File: src/rtl/ps2_pkg.sv
// ps2_pkg: constants and types shared by the PS/2 key sequencer and its FIFO.
//   - prefix bytes (E0 extended, F0 break) and the list of bytes that are
//     never key codes (controller responses / errors) and reset the decoder
//   - decoder state enumeration; the encoding is {ext_seen, brk_seen}
//   - event record {code, ext, brk}
package ps2_pkg;

  localparam logic [7:0] BYTE_EXT = 8'hE0;
  localparam logic [7:0] BYTE_BRK = 8'hF0;

  localparam int NUM_DISCARD = 7;
  localparam logic [7:0] DISCARD_LIST [NUM_DISCARD] =
    '{8'h00, 8'hFF, 8'hAA, 8'hFA, 8'hFE, 8'hEE, 8'hE1};

  typedef enum logic [1:0] {
    IDLE     = 2'b00,
    PFX_F0   = 2'b01,
    PFX_E0   = 2'b10,
    PFX_E0F0 = 2'b11
  } dec_state_t;

  typedef struct packed {
    logic [7:0] code;
    logic       ext;
    logic       brk;
  } ps2_evt_t;

  localparam int EVT_W = $bits(ps2_evt_t);

  function automatic logic is_discard(input logic [7:0] b);
    logic hit;
    hit = 1'b0;
    for (int i = 0; i < NUM_DISCARD; i++) begin
      if (b == DISCARD_LIST[i]) hit = 1'b1;
    end
    return hit;
  endfunction

endpackage

File: src/rtl/ps2_evt_fifo.sv
// ps2_evt_fifo: synchronous event FIFO, power-of-two depth.
// Ports:
//   clk, rst_n    clock, async active-low reset (pointers/count only)
//   push, wdata   write request and data; ignored when full unless popping
//   pop           read request; ignored when empty
//   rdata         head entry, combinational; zero while empty
//   full, empty   status
//   count         occupancy 0..DEPTH
module ps2_evt_fifo #(
  parameter int DEPTH = 4,
  parameter int WIDTH = 10
) (
  input  logic                     clk,
  input  logic                     rst_n,
  input  logic                     push,
  input  logic                     pop,
  input  logic [WIDTH-1:0]         wdata,
  output logic [WIDTH-1:0]         rdata,
  output logic                     full,
  output logic                     empty,
  output logic [$clog2(DEPTH):0]   count
);

  localparam int AW = $clog2(DEPTH);

  logic [WIDTH-1:0] mem [DEPTH];
  logic [AW-1:0]    wr_ptr;
  logic [AW-1:0]    rd_ptr;
  logic             do_push;
  logic             do_pop;

  assign empty   = (count == '0);
  assign full    = (count == (AW+1)'(DEPTH));
  assign do_pop  = pop && !empty;
  // a pop in the same cycle frees the slot, so a full FIFO still accepts
  assign do_push = push && (!full || do_pop);
  assign rdata   = empty ? '0 : mem[rd_ptr];

  // pointers are exactly AW bits, so wrap modulo DEPTH is free
  always_ff @(posedge clk or negedge rst_n) begin
    if (!rst_n) begin
      wr_ptr <= '0;
      rd_ptr <= '0;
      count  <= '0;
    end else begin
      if (do_push) wr_ptr <= wr_ptr + 1'b1;
      if (do_pop)  rd_ptr <= rd_ptr + 1'b1;
      case ({do_push, do_pop})
        2'b10:   count <= count + 1'b1;
        2'b01:   count <= count - 1'b1;
        default: ;
      endcase
    end
  end

  always_ff @(posedge clk) begin
    if (do_push) mem[wr_ptr] <= wdata;
  end

endmodule

File: src/rtl/ps2_key_sequencer.sv
// ps2_key_sequencer: turns raw PS/2 scancode bytes into {code, ext, brk}
// key events queued in a FIFO.
// Ports:
//   clk, rst_n          clock, async active-low reset
//   byte_in, byte_rdy   receiver byte and its ready level (async to clk)
//   evt_code/ext/break  head event fields (combinational from FIFO head)
//   evt_valid           FIFO non-empty
//   evt_pop             consumer takes the head event
//   evt_count           FIFO occupancy
//   ovf, ovf_clr        sticky overflow flag and its clear
// Optional build macro: PS2_TYPEMATIC_FILTER_EN suppresses auto-repeat makes.
//
// state    | meaning
// IDLE     | no prefix pending
// PFX_E0   | E0 (extended) seen
// PFX_F0   | F0 (break) seen
// PFX_E0F0 | both E0 and F0 seen
module ps2_key_sequencer
  import ps2_pkg::*;
#(
  parameter int FIFO_DEPTH     = 4,
  parameter int TIMEOUT_CYCLES = 100000
) (
  input  logic                          clk,
  input  logic                          rst_n,
  input  logic [7:0]                    byte_in,
  input  logic                          byte_rdy,
  output logic [7:0]                    evt_code,
  output logic                          evt_ext,
  output logic                          evt_break,
  output logic                          evt_valid,
  input  logic                          evt_pop,
  output logic [$clog2(FIFO_DEPTH):0]   evt_count,
  output logic                          ovf,
  input  logic                          ovf_clr
);

  localparam int TW = $clog2(TIMEOUT_CYCLES + 1);
  localparam logic [TW-1:0] TMO_LAST = TW'(TIMEOUT_CYCLES);

  dec_state_t       state_q, state_d;
  logic             rdy_s1, rdy_s2, rdy_s3;
  logic             settled, armed;
  logic             accept;
  logic [TW-1:0]    tmo_cnt;
  logic             tmo_hit;
  logic             dec_push, push_d, push_q;
  ps2_evt_t         dec_evt, evt_q, head;
  logic [EVT_W-1:0] head_raw;
  logic             fifo_full, fifo_empty;

  // rdy_s3 is the edge-detect history. armed blocks a level that was
  // already high at reset release: it only sets once a post-reset sample
  // of rdy_s1 shows the line low (settled skips the reset value of rdy_s1).
  always_ff @(posedge clk or negedge rst_n) begin
    if (!rst_n) begin
      rdy_s1  <= 1'b0;
      rdy_s2  <= 1'b0;
      rdy_s3  <= 1'b0;
      settled <= 1'b0;
      armed   <= 1'b0;
    end else begin
      rdy_s1  <= byte_rdy;
      rdy_s2  <= rdy_s1;
      rdy_s3  <= rdy_s2;
      settled <= 1'b1;
      if (settled && !rdy_s1) armed <= 1'b1;
    end
  end

  assign accept = armed && rdy_s2 && !rdy_s3;

  always_ff @(posedge clk or negedge rst_n) begin
    if (!rst_n)                   tmo_cnt <= '0;
    else if (accept)              tmo_cnt <= '0;
    else if (tmo_cnt != TMO_LAST) tmo_cnt <= tmo_cnt + 1'b1;
  end

  assign tmo_hit = (state_q != IDLE) && (tmo_cnt == TMO_LAST);

  always_ff @(posedge clk or negedge rst_n) begin
    if (!rst_n) state_q <= IDLE;
    else        state_q <= state_d;
  end

  always_comb begin
    state_d  = state_q;
    dec_push = 1'b0;
    dec_evt  = '{code: byte_in, ext: 1'b0, brk: 1'b0};
    if (accept) begin
      if (is_discard(byte_in)) begin
        state_d = IDLE;
      end else if (byte_in == BYTE_EXT) begin
        case (state_q)
          IDLE, PFX_E0: state_d = PFX_E0;
          default:      state_d = PFX_E0F0;
        endcase
      end else if (byte_in == BYTE_BRK) begin
        case (state_q)
          IDLE, PFX_F0: state_d = PFX_F0;
          default:      state_d = PFX_E0F0;
        endcase
      end else begin
        dec_push    = 1'b1;
        dec_evt.ext = (state_q == PFX_E0) || (state_q == PFX_E0F0);
        dec_evt.brk = (state_q == PFX_F0) || (state_q == PFX_E0F0);
        state_d     = IDLE;
      end
    end else if (tmo_hit) begin
      state_d = IDLE;
    end
  end

`ifdef PS2_TYPEMATIC_FILTER_EN
  logic       rec_valid;
  logic [7:0] rec_code;
  logic       rec_ext;
  logic       rec_hit;

  assign rec_hit = rec_valid && (rec_code == dec_evt.code) && (rec_ext == dec_evt.ext);
  assign push_d  = dec_push && !(rec_hit && !dec_evt.brk);

  // remembers the last make; its own break forgets it so the next press counts
  always_ff @(posedge clk or negedge rst_n) begin
    if (!rst_n) begin
      rec_valid <= 1'b0;
      rec_code  <= '0;
      rec_ext   <= 1'b0;
    end else if (dec_push) begin
      if (!dec_evt.brk) begin
        rec_valid <= 1'b1;
        rec_code  <= dec_evt.code;
        rec_ext   <= dec_evt.ext;
      end else if (rec_hit) begin
        rec_valid <= 1'b0;
      end
    end
  end
`else
  assign push_d = dec_push;
`endif

  always_ff @(posedge clk or negedge rst_n) begin
    if (!rst_n) begin
      push_q <= 1'b0;
      evt_q  <= '0;
      ovf    <= 1'b0;
    end else begin
      push_q <= push_d;
      if (push_d) evt_q <= dec_evt;
      // set has priority over clear
      if (push_q && fifo_full && !evt_pop) ovf <= 1'b1;
      else if (ovf_clr)                    ovf <= 1'b0;
    end
  end

  ps2_evt_fifo #(
    .DEPTH (FIFO_DEPTH),
    .WIDTH (EVT_W)
  ) u_fifo (
    .clk   (clk),
    .rst_n (rst_n),
    .push  (push_q),
    .pop   (evt_pop),
    .wdata (evt_q),
    .rdata (head_raw),
    .full  (fifo_full),
    .empty (fifo_empty),
    .count (evt_count)
  );

  assign head      = head_raw;
  assign evt_code  = head.code;
  assign evt_ext   = head.ext;
  assign evt_break = head.brk;
  assign evt_valid = !fifo_empty;

endmodule

File: config.mk
export PLATFORM = sky130hd
export DESIGN_NAME = ps2_key_sequencer
export DESIGN_NICKNAME = d
export VERILOG_FILES = /design/src/rtl/ps2_pkg.sv /design/src/rtl/ps2_evt_fifo.sv /design/src/rtl/ps2_key_sequencer.sv
export SDC_FILE = /design/constraint.sdc
export NUM_CORES = 1
export LEC_CHECK = 0
export ABC_CLOCK_PERIOD_IN_PS = 2700
export CORE_MARGIN = 4
export CORE_UTILIZATION = 57
export CTS_CLUSTER_SIZE = 25
export DETAILED_ROUTE_END_ITERATION = 6
export PLACE_DENSITY = 0.78
export SLEW_MARGIN = 40
export SYNTH_ARGS = -nofsm -noshare
export SYNTH_HDL_FRONTEND = slang
export SYNTH_SLANG_ARGS = --single-unit
File: constraint.sdc
create_clock -name clk -period 2.7 [get_ports clk]
set_input_delay 0.54 -clock clk [delete_from_list [all_inputs] [get_ports clk]]
set_output_delay 0.54 -clock clk [all_outputs]
set_load 0.05 [all_outputs]
==> impl_results.md, run 1 <==
- Post-synth top area cell: edfxtp_1
- Share of layout cells above drive strength 1: 0.1769
- Worst vdd ir: 0.7472 mV
- PD cells: 1017 nW/um2
- Avg Vias per Cell: 5.577
- Worst-path clk slew: 80 ps
- Clk_lat worst skew: 340 ps
- CP startpoint: u_fifo.count[1]
- Port Buffers: 27
- Worst hold slack: 174.5 ps
- H-tree depth: 3
- Commonest cells post-synth: 43 x dfrtp_1, 40 x edfxtp_1, 20 x nor2_1, 16 x and2_1, 13 x xor2_1
- DRC Markers: 0
- Synth async-reset ratio: 0.5181
- Post-CTS setup buffer count: 0
- Final Skew: 6.558 ps
- Netlist cell types: 39
- Initial Util: 0.5969
- Root Driver: clkbuf_8
- Largest cells by area after synthesis: edfxtp_1 34%, dfrtp_1 30%, mux4_2 6.3%, xor2_1 3.2%, mux2_4 2.9%
- Vias in the first global route: 2093
- Final WL: 6186 um
- Flop2flop setup slack: 520 ps
- Fin util: 0.6905
- Post-CTS Resized: 0
- Gr ovfl total: 0
- Number of max-cap violations: 0
- Clock power frac: 0.229
- Comb power frac: 0.364
- P_sw: 1539 uW
- Slew Viols, Final: 0
- Seq pwr share: 0.407
- Nets@finish: 310
- CTS tree: yes
- Worst r2r path cells: 9
- DIE AREA: 7605 um2
- Initial antenna violation count: 0
- Top-Level Pins: 28
- Relative slew slack: 0.6285
- Synth Register Bits: 83
- Syn Nets: 273
- Hold Violations, Final: 0
- PnR Total Power: 4208 uW
- ANT cells: 0
- Slowest stage delay, CP: 730 ps
- P_leak: 0.001691 uW
- Synthesized area: 3576 um2
- CP arrival: 1970 ps
- Fin cells: 369
- Worst-Margin Slew: 557.3 ps
- Initial DRC count: 149
- Die Span X: 87.21 um
- RSZ-0062 raised after global routing: no
- Worst setup path end: evt_valid
- Setup crit end kind: output pin
- Crit path max-delay cell type: clkdlybuf4s50_1
- Number of synthesized flops with an enable pin: 40
- Max Buffers Root-to-Sink: 2
- Core Footprint: 5991 um2
- Synth Instances: 252
- Filler instances: 444
- Inst Count DP: 353
- Sw Ratio: 0.3659
- Predominant post-synthesis flop cell: dfrtp_1
- DR vias: 2058
- Setup TNS: 0 ps
- Storage cell area: 2277 um2
- Die H: 87.21 um
- Num CTS Buffers: 9
- Crit Reg-Reg Endpoint: u_fifo.count[2]
- Sequential share of the synthesized area: 0.6368
- Hold Crit Class: in2async
- Outcome: complete, no violations
- Synthesized area per cell: 14.19 um2
- Int Pwr: 2668 uW
- Crit share post-route: 0.9314
- Yosys warning total: 0
- Crit path time final: 2515 ps
- DR pass1 iterations: 4
- Synth top area share: 0.3359
- Critical Path RT: 2160 ps
- Final setup fails: 0
- Global-route wire length before repair: 10300 um
- Cts hold-fix bufs: 0
- Largest net degree at the start of global routing: 44
- Worst Path Class, Setup: reg2out
- Multi-input logic area: 1210 um2
- CTS sink cnt: 83
- FMAX: 397.7 MHz
- WL/cell: 16.76 um
- Critical R2R Launch: u_fifo.count[1]
- RD Place Congestion: 0.8248
- Cells along the critical path: or3_1 > clkdlybuf4s50_1
- Most common cell in the netlist: dfrtp_1
- Crit path launch type: flop
- Antenna Nets Post-Route: 0
- P&R area growth vs syn: 15.68%
- Post-DP HPWL: 4365 um
- CP max FO: 5
- Overall Global Routing Usage: 0.1819
- Site row count: 28
-- power groups by stage --
stage / Clock [uW] / Combinational, uW / Sequential (uW)
floorplan: 0 / 1050 / 1760
global placement: 0 / 1500 / 1720
detailed placement: 0 / 1540 / 1740
CTS: 986 / 1560 / 1710
global route: 1040 / 1650 / 1740
finish: 964 / 1530 / 1710
-- cells in the final DEF, fill, tap and decap left out, drive strengths merged, types with 3 or more instances in the layout --
cell / instances
dfrtp: 43
edfxtp: 40
nor2: 20
buf: 17
and2: 16
clkdlybuf4s50: 16
inv: 14
xor2: 13
nand2: 12
mux4: 10
clkbuf: 9
xnor2: 8
nand4: 8
nand3: 8
mux2: 8
ha: 7
o21ai: 7
or3: 4
a21oi: 4
and3: 4
or4: 3
a22o: 3
-- sequential cells by signal, indices dropped and copies added (netlist names) --
register / flops
state_q: 2
armed: 1
u_fifo.rd_ptr: 2
rdy_s3: 1
rdy_s1: 1
evt_q: 10
tmo_cnt: 17
ovf: 1
push_q: 1
u_fifo.mem: 40
rdy_s2: 1
settled: 1
u_fifo.wr_ptr: 2
u_fifo.count: 3
-- critical path: cells and delay by family (launching register included) --
family,cells,cell delay [ps]
buf+inv,1,730
flops,1,430
simple gates,1,470
-- metal layers --
layer / routed length, um / global-route usage
met2: 3077 / 0.2954
met3: 256 / 0.03122
met1: 2793 / 0.2506
met5: 0 / 0
met4: 59 / 0.06276
-- cells by family after synthesis --
group / synth area share
buf+inv: 0.02484
fa+ha+maj: 0.03009
other cells: 0.001049
flops: 0.6368
simple gates: 0.1319
mux: 0.09552
compound gates: 0.02834
xor+xnor: 0.05144
-- how the worst min path moves through the flow --
| stage | from | end | slack, ps | depth (start not counted) |
|---|---|---|---|---|
| 2_1_floorplan | rst_n | armed | 240 | 0 |
| 3_3_place_gp | rdy_s2 | rdy_s3 | 350 | 0 |
| 3_5_place_dp | rdy_s1 | rdy_s2 | 370 | 0 |
| 4_1_cts | rst_n | tmo_cnt[8] | 180 | 1 |
| 5_1_grt | rst_n | tmo_cnt[2] | 210 | 1 |
| 6_report | rst_n | tmo_cnt[6] | 170 | 1 |
-- cell type report --
class | instances | share of cell area
multi-input cells | 150 | 0.2925
clock inverters | 7 | 0.02390
clock buffers | 9 | 0.02995
well taps | 75 | 0.02269
flip-flops and latches | 83 | 0.5505
inverters | 12 | 0.01089
repair buffers | 33 | 0.06957
-- metrics by stage --
| step | setup slack (ps) | cell area [um2] |
|---|---|---|
| floorplan | 200.3 | 3576 |
| global placement | 209.1 | 3911 |
| detailed placement | 40.71 | 3914 |
| CTS | 148.7 | 4136 |
| global route | 113.8 | 4136 |
| finish | 185.3 | 4136 |
Note: power is estimated with default switching activity, not from simulation.
==> run 2, diff against run 1 <==
SKIP_LAST_GASP = 1   (was default)
==> results of run 2 <==
Final layout, timing and power as in run 1 (identical DEF).
